**src/rtl/keccak_pad_buffer_pkg.sv**
```systemverilog
// Shared types and constants for the Keccak input pad buffer.
// Build option SHA3_PAD_EN selects the SHA-3 domain suffix (0x06) instead of plain Keccak (0x01).
package pkg_keccak;

  localparam int N = 64;

  typedef enum logic [1:0] {
    IDLE = 2'd0,
    FILL = 2'd1,
    PAD  = 2'd2,
    HOLD = 2'd3
  } pad_state_t;

`ifdef SHA3_PAD_EN
  localparam logic [7:0] PAD_SUFFIX = 8'h06;
`else
  localparam logic [7:0] PAD_SUFFIX = 8'h01;
`endif

  localparam logic [7:0] PAD_FINAL = 8'h80;

endpackage

```
**src/rtl/keccak_pad_buffer_word.sv**
```systemverilog
// Combinational pad of the final message word: keeps the valid bytes, inserts the domain
// suffix right after them, clears the rest, and marks the block end when this is the last slot.
module keccak_pad_word
  import pkg_keccak::*;
#(
  parameter int W   = N,
  parameter int LBW = $clog2(W / 8 + 1)
) (
  input  logic [W-1:0]   word,
  input  logic [LBW-1:0] last_bytes,
  input  logic           is_final_slot,
  output logic [W-1:0]   padded
);

  localparam int BPW = W / 8;

  logic [7:0] byte_s;
  logic       room_s;

  // Byte-wise substitution; a completely full word leaves no room and passes through untouched.
  always_comb begin
    padded = '0;
    byte_s = 8'h00;
    room_s = (int'(last_bytes) < BPW);
    for (int k = 0; k < BPW; k++) begin
      if (!room_s) begin
        byte_s = word[8*k +: 8];
      end else if (k < int'(last_bytes)) begin
        byte_s = word[8*k +: 8];
      end else if (k == int'(last_bytes)) begin
        byte_s = PAD_SUFFIX;
      end else begin
        byte_s = 8'h00;
      end
      if ((k == BPW - 1) && room_s && is_final_slot) begin
        padded[8*k +: 8] = byte_s | PAD_FINAL;
      end else begin
        padded[8*k +: 8] = byte_s;
      end
    end
  end

endmodule

```
**src/rtl/keccak_pad_buffer.sv**
```systemverilog
// Collects W-bit words into a RATE-bit block, applies pad10*1 with a domain suffix and offers
// each finished block over valid/ready. SHA3_PAD_EN (see package) selects the suffix value.
module keccak_pad_buffer
  import pkg_keccak::*;
#(
  parameter int W    = N,
  parameter int RATE = 1088
) (
  input  logic                       Clock,
  input  logic                       Reset,
  input  logic                       Start,
  input  logic [W-1:0]               Din,
  input  logic                       Din_valid,
  input  logic                       Last_block,
  input  logic [$clog2(W/8+1)-1:0]   Last_bytes,
  output logic                       Buffer_full,
  output logic [RATE-1:0]            Block,
  output logic                       Block_valid,
  output logic                       Block_last,
  input  logic                       Block_ready
);

  localparam int WPB = RATE / W;
  localparam int CW  = $clog2(WPB + 1);
  localparam int LBW = $clog2(W / 8 + 1);
  localparam int BPW = W / 8;

  pad_state_t      state_q, state_d;
  logic [CW-1:0]   cnt_q, cnt_d;
  logic [CW-1:0]   pad_slot_q, pad_slot_d;
  logic [RATE-1:0] block_q, block_d;
  logic            valid_q, valid_d;
  logic            last_q, last_d;
  logic            pend_q, pend_d;
  logic            full_q, full_d;

  logic [W-1:0]    padded_s;
  logic            at_end_s;
  logic            last_full_s;

  assign at_end_s    = (cnt_q == CW'(WPB - 1));
  assign last_full_s = (Last_bytes >= LBW'(BPW));

  keccak_pad_word #(.W(W), .LBW(LBW)) u_pad_word (
    .word          (Din),
    .last_bytes    (Last_bytes),
    .is_final_slot (at_end_s),
    .padded        (padded_s)
  );

  // Next-state and next-block computation for the fill/pad/hold sequence.
  always_comb begin
    state_d    = state_q;
    cnt_d      = cnt_q;
    pad_slot_d = pad_slot_q;
    block_d    = block_q;
    valid_d    = valid_q;
    last_d     = last_q;
    pend_d     = pend_q;
    if (Start) begin
      // Start from any state opens a fresh message and drops any Din this cycle.
      state_d    = FILL;
      cnt_d      = '0;
      pad_slot_d = '0;
      block_d    = '0;
      valid_d    = 1'b0;
      last_d     = 1'b0;
      pend_d     = 1'b0;
    end else begin
      case (state_q)
        IDLE: begin
          state_d = IDLE;
        end
        FILL: begin
          if (Din_valid) begin
            cnt_d = cnt_q + CW'(1);
            for (int i = 0; i < WPB; i++) begin
              if (i == int'(cnt_q)) begin
                block_d[i*W +: W] = Last_block ? padded_s : Din;
              end else if (Last_block && last_full_s && (i == int'(cnt_q) + 1)) begin
                block_d[i*W +: W] = {{(W-8){1'b0}}, PAD_SUFFIX};
              end else begin
                block_d[i*W +: W] = block_q[i*W +: W];
              end
            end
            if (Last_block && last_full_s && at_end_s) begin
              // No room left for padding: ship this block and pad a fresh one afterwards.
              pend_d  = 1'b1;
              state_d = HOLD;
              valid_d = 1'b1;
              last_d  = 1'b0;
            end else if (Last_block) begin
              pad_slot_d = last_full_s ? (cnt_q + CW'(1)) : cnt_q;
              state_d    = PAD;
            end else if (at_end_s) begin
              state_d = HOLD;
              valid_d = 1'b1;
              last_d  = 1'b0;
            end else begin
              state_d = FILL;
            end
          end else begin
            state_d = FILL;
          end
        end
        PAD: begin
          for (int i = 0; i < WPB; i++) begin
            if (i > int'(pad_slot_q)) begin
              block_d[i*W +: W] = '0;
            end else begin
              block_d[i*W +: W] = block_q[i*W +: W];
            end
          end
          block_d[RATE-1 -: 8] = block_d[RATE-1 -: 8] | PAD_FINAL;
          last_d  = 1'b1;
          valid_d = 1'b1;
          state_d = HOLD;
        end
        HOLD: begin
          if (Block_ready) begin
            if (last_q) begin
              state_d = IDLE;
              valid_d = 1'b0;
              last_d  = 1'b0;
            end else if (pend_q) begin
              block_d       = '0;
              block_d[7:0]  = PAD_SUFFIX;
              pad_slot_d    = '0;
              pend_d        = 1'b0;
              valid_d       = 1'b0;
              state_d       = PAD;
            end else begin
              state_d = FILL;
              cnt_d   = '0;
              block_d = '0;
              valid_d = 1'b0;
            end
          end else begin
            state_d = HOLD;
          end
        end
        default: begin
          state_d    = IDLE;
          cnt_d      = '0;
          pad_slot_d = '0;
          block_d    = '0;
          valid_d    = 1'b0;
          last_d     = 1'b0;
          pend_d     = 1'b0;
        end
      endcase
    end
    full_d = (state_d != FILL);
  end

  // State, block storage and registered handshake outputs.
  always_ff @(posedge Clock or negedge Reset) begin
    if (!Reset) begin
      state_q    <= IDLE;
      cnt_q      <= '0;
      pad_slot_q <= '0;
      block_q    <= '0;
      valid_q    <= 1'b0;
      last_q     <= 1'b0;
      pend_q     <= 1'b0;
      full_q     <= 1'b1;
    end else begin
      state_q    <= state_d;
      cnt_q      <= cnt_d;
      pad_slot_q <= pad_slot_d;
      block_q    <= block_d;
      valid_q    <= valid_d;
      last_q     <= last_d;
      pend_q     <= pend_d;
      full_q     <= full_d;
    end
  end

  assign Buffer_full = full_q;
  assign Block       = block_q;
  assign Block_valid = valid_q;
  assign Block_last  = last_q;

endmodule

```
**config.mk**
```make
export PLATFORM = sky130hd
export DESIGN_NAME = keccak_pad_buffer
export DESIGN_NICKNAME = d
export VERILOG_FILES = /design/src/rtl/keccak_pad_buffer_pkg.sv /design/src/rtl/keccak_pad_buffer_word.sv /design/src/rtl/keccak_pad_buffer.sv
export SDC_FILE = /design/constraint.sdc
export NUM_CORES = 2
export LEC_CHECK = 0
export ABC_AREA = 0
export BUFFER_PORTS_ARGS = -buffer_cell sky130_fd_sc_hd__buf_2
export CAP_MARGIN = 20
export CORE_AREA = 5 5 455 457
export CTS_BUF_LIST = sky130_fd_sc_hd__clkbuf_4 sky130_fd_sc_hd__clkbuf_8
export DETAILED_ROUTE_END_ITERATION = 10
export DIE_AREA = 0 0 460 462
export PLACE_DENSITY = 0.39
export SLEW_MARGIN = 20
export SYNTH_ARGS = -nofsm -noshare
export SYNTH_HDL_FRONTEND = slang
export SYNTH_SLANG_ARGS = --single-unit
```
**constraint.sdc**
```tcl
create_clock -name Clock -period 2.95 [get_ports Clock]
set_clock_uncertainty 0.1 [all_clocks]
set_input_delay 0.4425 -clock Clock [delete_from_list [all_inputs] [get_ports Clock]]
set_output_delay 0.4425 -clock Clock [all_outputs]
set_load 0.02 [all_outputs]
```
==> summary.md <==
| Metric | Value |
|---|---|
| WL final | `~220,000 um` |
| GPL Wtd Cong | `0.8163` |
| DRC errors left | `0` |
| Via count | `34.13k` |
| CP Class | `flip-flop to flip-flop` |
| Post-route cell area | `roughly 58,000 um^2` |
| Startpoint Class | `flip-flop` |
| Final setup vio count | `0` |
| Power after layout | `37,820 uW` |
| Synth Area per Inst | `around 14 um^2` |
| Final #Nets | `4,458` |
| Initial antenna violation count | `25` |
| Synth Cell Area | `41,290 um^2` |
| Chip Height | `462 um` |
| CP required | `3660 ps` |
| Post-synth cell types | `66` |
| CTS root buffer | `clkbuf_8` |
| Clock Path Buffers | `3` |
| ANT nets after route | `0` |
| Rows | `166` |
| Number of port buffers | `~1.2k` |
| Vias in the first global route | `35.59k` |
| CP Max Fanout | `7` |
| Clk Latency, worst-skew pair | `~950 ps` |
| Synth async-reset ratio | `100.0%` |
| WL/cell | `~31 um` |
| Fmax | `0.3453 GHz` |
| Syn Inst Count | `around 3.0k` |
| Seq pwr share | `41.4%` |
| Critical path endpoint category | `flip-flop` |
| Setup TNS | `0 ps` |
| DRT Pass-1 Iters | `7` |
| Multi-input combinational cell area | `around 12,000 um^2` |
| Hold Violations, Final | `0` |
| Crit path buf inv count | `2` |
| Sequential fraction of the synthesis area | `between 60% and 70%` |
| Hold crit path type | `input pin to flip-flop` |
| Combinational power share | `roughly 17%` |
| Core outline area | `203,100 um^2` |
| Final Max Tran Viols | `0` |
| Most frequent cells in the layout | `1,163 x buf_2, 1,103 x dfrtp_1, 972 x o2bb2ai_1` |
| Most common cell after layout, fill and taps aside | `buf_2` |
| Storage cell area | `27,630 um^2` |
| RSZ-0062 raised after global routing | `yes` |
| Slew headroom | `33.33%` |
| Slowest CP cell | `dfrtp_1` |
| Net Sw Frac | `30.65%` |
| Total CTS buffers | `201` |
| Fillers | `21.12k` |
| NetSw | `11,590 uW` |
| Global-route wire length before repair | `305,400 um` |
| CTS tree | `built` |
| Clk network pwr share | `around two fifths` |
| Slowest cell delay on critical path | `380 ps` |
| H-tree depth | `4` |
| Worst Path Arrival | `3600 ps` |
| Slew @ Worst Pin | `997.9 ps` |
| Max-cap violations | `0` |
| R2R Setup Slk | `about 54 ps` |
| Initial Utilization | `20.33%` |
| CTS sink cnt | `1,104` |
| Gr usage total | `20.40%` |
| Pin count of the biggest net entering global routing | `79` |
| EDFF count, synth | `0` |
| Area after DPL | `52,640 um^2` |
| P per Cell Area | `653.8 nW/um^2` |
| Area Overhead vs Synth | `40.08%` |
| Syn_nets | `around 3k` |
| CP delay by family, top | `simple AND/OR/NAND/NOR gates` |
| Leak | `roughly 0.029 uW` |
| Clock slew at reported path FFs | `60 ps` |
| CP Cell Sequence | `ha_1 -> and3_1 -> ha_1 -> buf_4 -> nand4b_1 -> o311a_4 -> or2_4 -> buf_4 -> o41ai_1` |
| IO Pins | `1,165` |
| Status | `complete, no violations` |
| DR vias/cell | `4.728` |
| Ys Warns | `0` |
| Global route overflow | `0` |
| Die ar. | `212,500 um^2` |
| Die width | `460 um` |
| DP HPWL | `157,300 um` |
| Yosys reg bits | `1,104` |
| Dominant synthesized flop cell | `dfrtp_1` |
| Worst vdd rail ir drop | `around 0.0004 V` |
| Violation count after the first detailed-route iteration | `2,600` |
| Post-layout min period | `2896 ps` |
| Period utilization | `98.17%` |
| Share of cells above drive strength 1 | `42.54%` |
| Int Pwr | `26,230 uW` |
==> sequential cells by signal, summed over array words and instances (netlist names) <==
name,flops
Block,1088
Block_last,1
Block_valid,1
Buffer_full,1
cnt_q,5
pad_slot_q,5
pend_q,1
state_q,2
==> timing repair <==
action / in CTS / in global routing
endpoints found under the setup margin: 63 / 339
gates resized for setup: 0 / 12
buffers inserted: 3 / 2
hold endpoints to repair: 1434 / 0
pin swaps: 2 / 2
hold buffers: 74 / 0
gates cloned: 0 / 2
==> cells by family after synthesis <==
group | synth area share (%)
multiplexers | 0.7060
flip-flops | 66.91
XOR/XNOR | 0.06364
AO/OA/AOI/OAI | 25.46
buffers and inverters | 3.657
adder cells (fa/ha/maj) | 0.3030
AND/OR/NAND/NOR | 2.906
==> power by group through the flow <==
stage | Sequential (uW) | Combinational (uW) | Clock [uW]
after floorplan | 16300 | 2090 | 0
after global placement | 15900 | 6340 | 0
after detailed placement | 15900 | 6350 | 0
after CTS | 15700 | 6480 | 16300
after global routing | 15700 | 6740 | 16900
final | 15700 | 6360 | 15800
==> final cells by class <==
type	instances	share of cell area (%)
Sequential cell	1104	47.76
Clock buffer	317	6.840
Tap cell	2688	5.814
Antenna cell	8	0.03461
Clock inverter	35	0.6360
Multi-Input combinational cell	1512	21.52
Inverter	11	0.07138
Timing Repair Buffer	1544	17.32
==> synth_stat cells, types with 2 or more instances <==
cell type  count  area [um^2]
a31oi_1        6        37.54
nand3b_1       3        22.52
o211ai_1       3        22.52
a21oi_1       40        200.2
xor2_1         2        17.52
mux2_1         9        101.4
clkbuf_1     187        701.9
nand3_1        8        40.04
ha_1          10        125.1
o41ai_2        5        81.33
o21ai_1        5        25.02
buf_4          5        37.54
or3_1          3        18.77
and4bb_2       4        50.05
nand4_1        2        12.51
a211oi_1       4        30.03
nand2b_1      13        81.33
o2bb2ai_1    972         8513
buf_2        117        585.6
dfrtp_1     1103        27600
nand2_1      101        379.1
and3_1         9        56.30
o31ai_1        4        30.03
nor2b_1       10        62.56
a22o_1        34        297.8
nor2_2         4        25.02
and2_1         5        31.28
o21ai_0       75        375.4
o31ai_4       13        276.5
nor3_1        15        75.07
nor2_1        43        161.4
and4_1         4        35.03
a21o_1         9        67.56
mux2_2        14        157.7
nor3b_1        4        30.03
o41ai_1       51        446.7
a32o_1         3        30.03
buf_6         10        112.6
inv_1          9        33.78
o21bai_1       2        15.01
buf_1          7        26.28
==> metrics by stage <==
| step | cells | hold WS [ps] | utilization [%] | setup slack [ps] |
|---|---|---|---|---|
| floorplan | 2952 | 46.91 | - | 197.2 |
| global placement | 6778 | 364.3 | 25.91 | -58.81 |
| detailed placement | 6778 | 368.1 | 25.91 | -25.72 |
| CTS | 7207 | 105.1 | 28.43 | 27.66 |
| global route | 7215 | 151.2 | 28.47 | -71.23 |
| finish | 7219 | 201.6 | 28.48 | 54.00 |
==> final timing paths <==
kind	from	to	cells past startpoint
min reg2reg	Block[195]$_DFFE_PN0P_	Block[195]$_DFFE_PN0P_	1
max	cnt_q[0]$_DFFE_PN0P_	Block[1057]$_DFFE_PN0P_	9
max reg2reg	cnt_q[0]$_DFFE_PN0P_	Block[1057]$_DFFE_PN0P_	9
max in group asynchronous	Reset	Block[834]$_DFFE_PN0P_	3
min in group asynchronous	Reset	Block[845]$_DFFE_PN0P_	3
min	Last_bytes[1]	Block[1048]$_DFFE_PN0P_	5
==> metal layers <==
| metal | global-route usage (%) | vias to the layer above | share of wire, % |
|---|---|---|---|
| met5 | 0 | - | 0.0044 |
| met4 | 6.652 | 2 | 3.2 |
| met3 | 6.931 | 355 | 8.9 |
| met2 | 32.42 | 1588 | 46 |
| met1 | 26.10 | 17907 | 42 |
| li1 | - | 14276 | - |
==> worst min-delay path, cell delays in order <==
cell and delay, ps:
buf_2 210, nand2_1 140, nor2_1 70, a21oi_4 210
o41ai_1 110
Note: power is estimated with default switching activity, not from simulation.
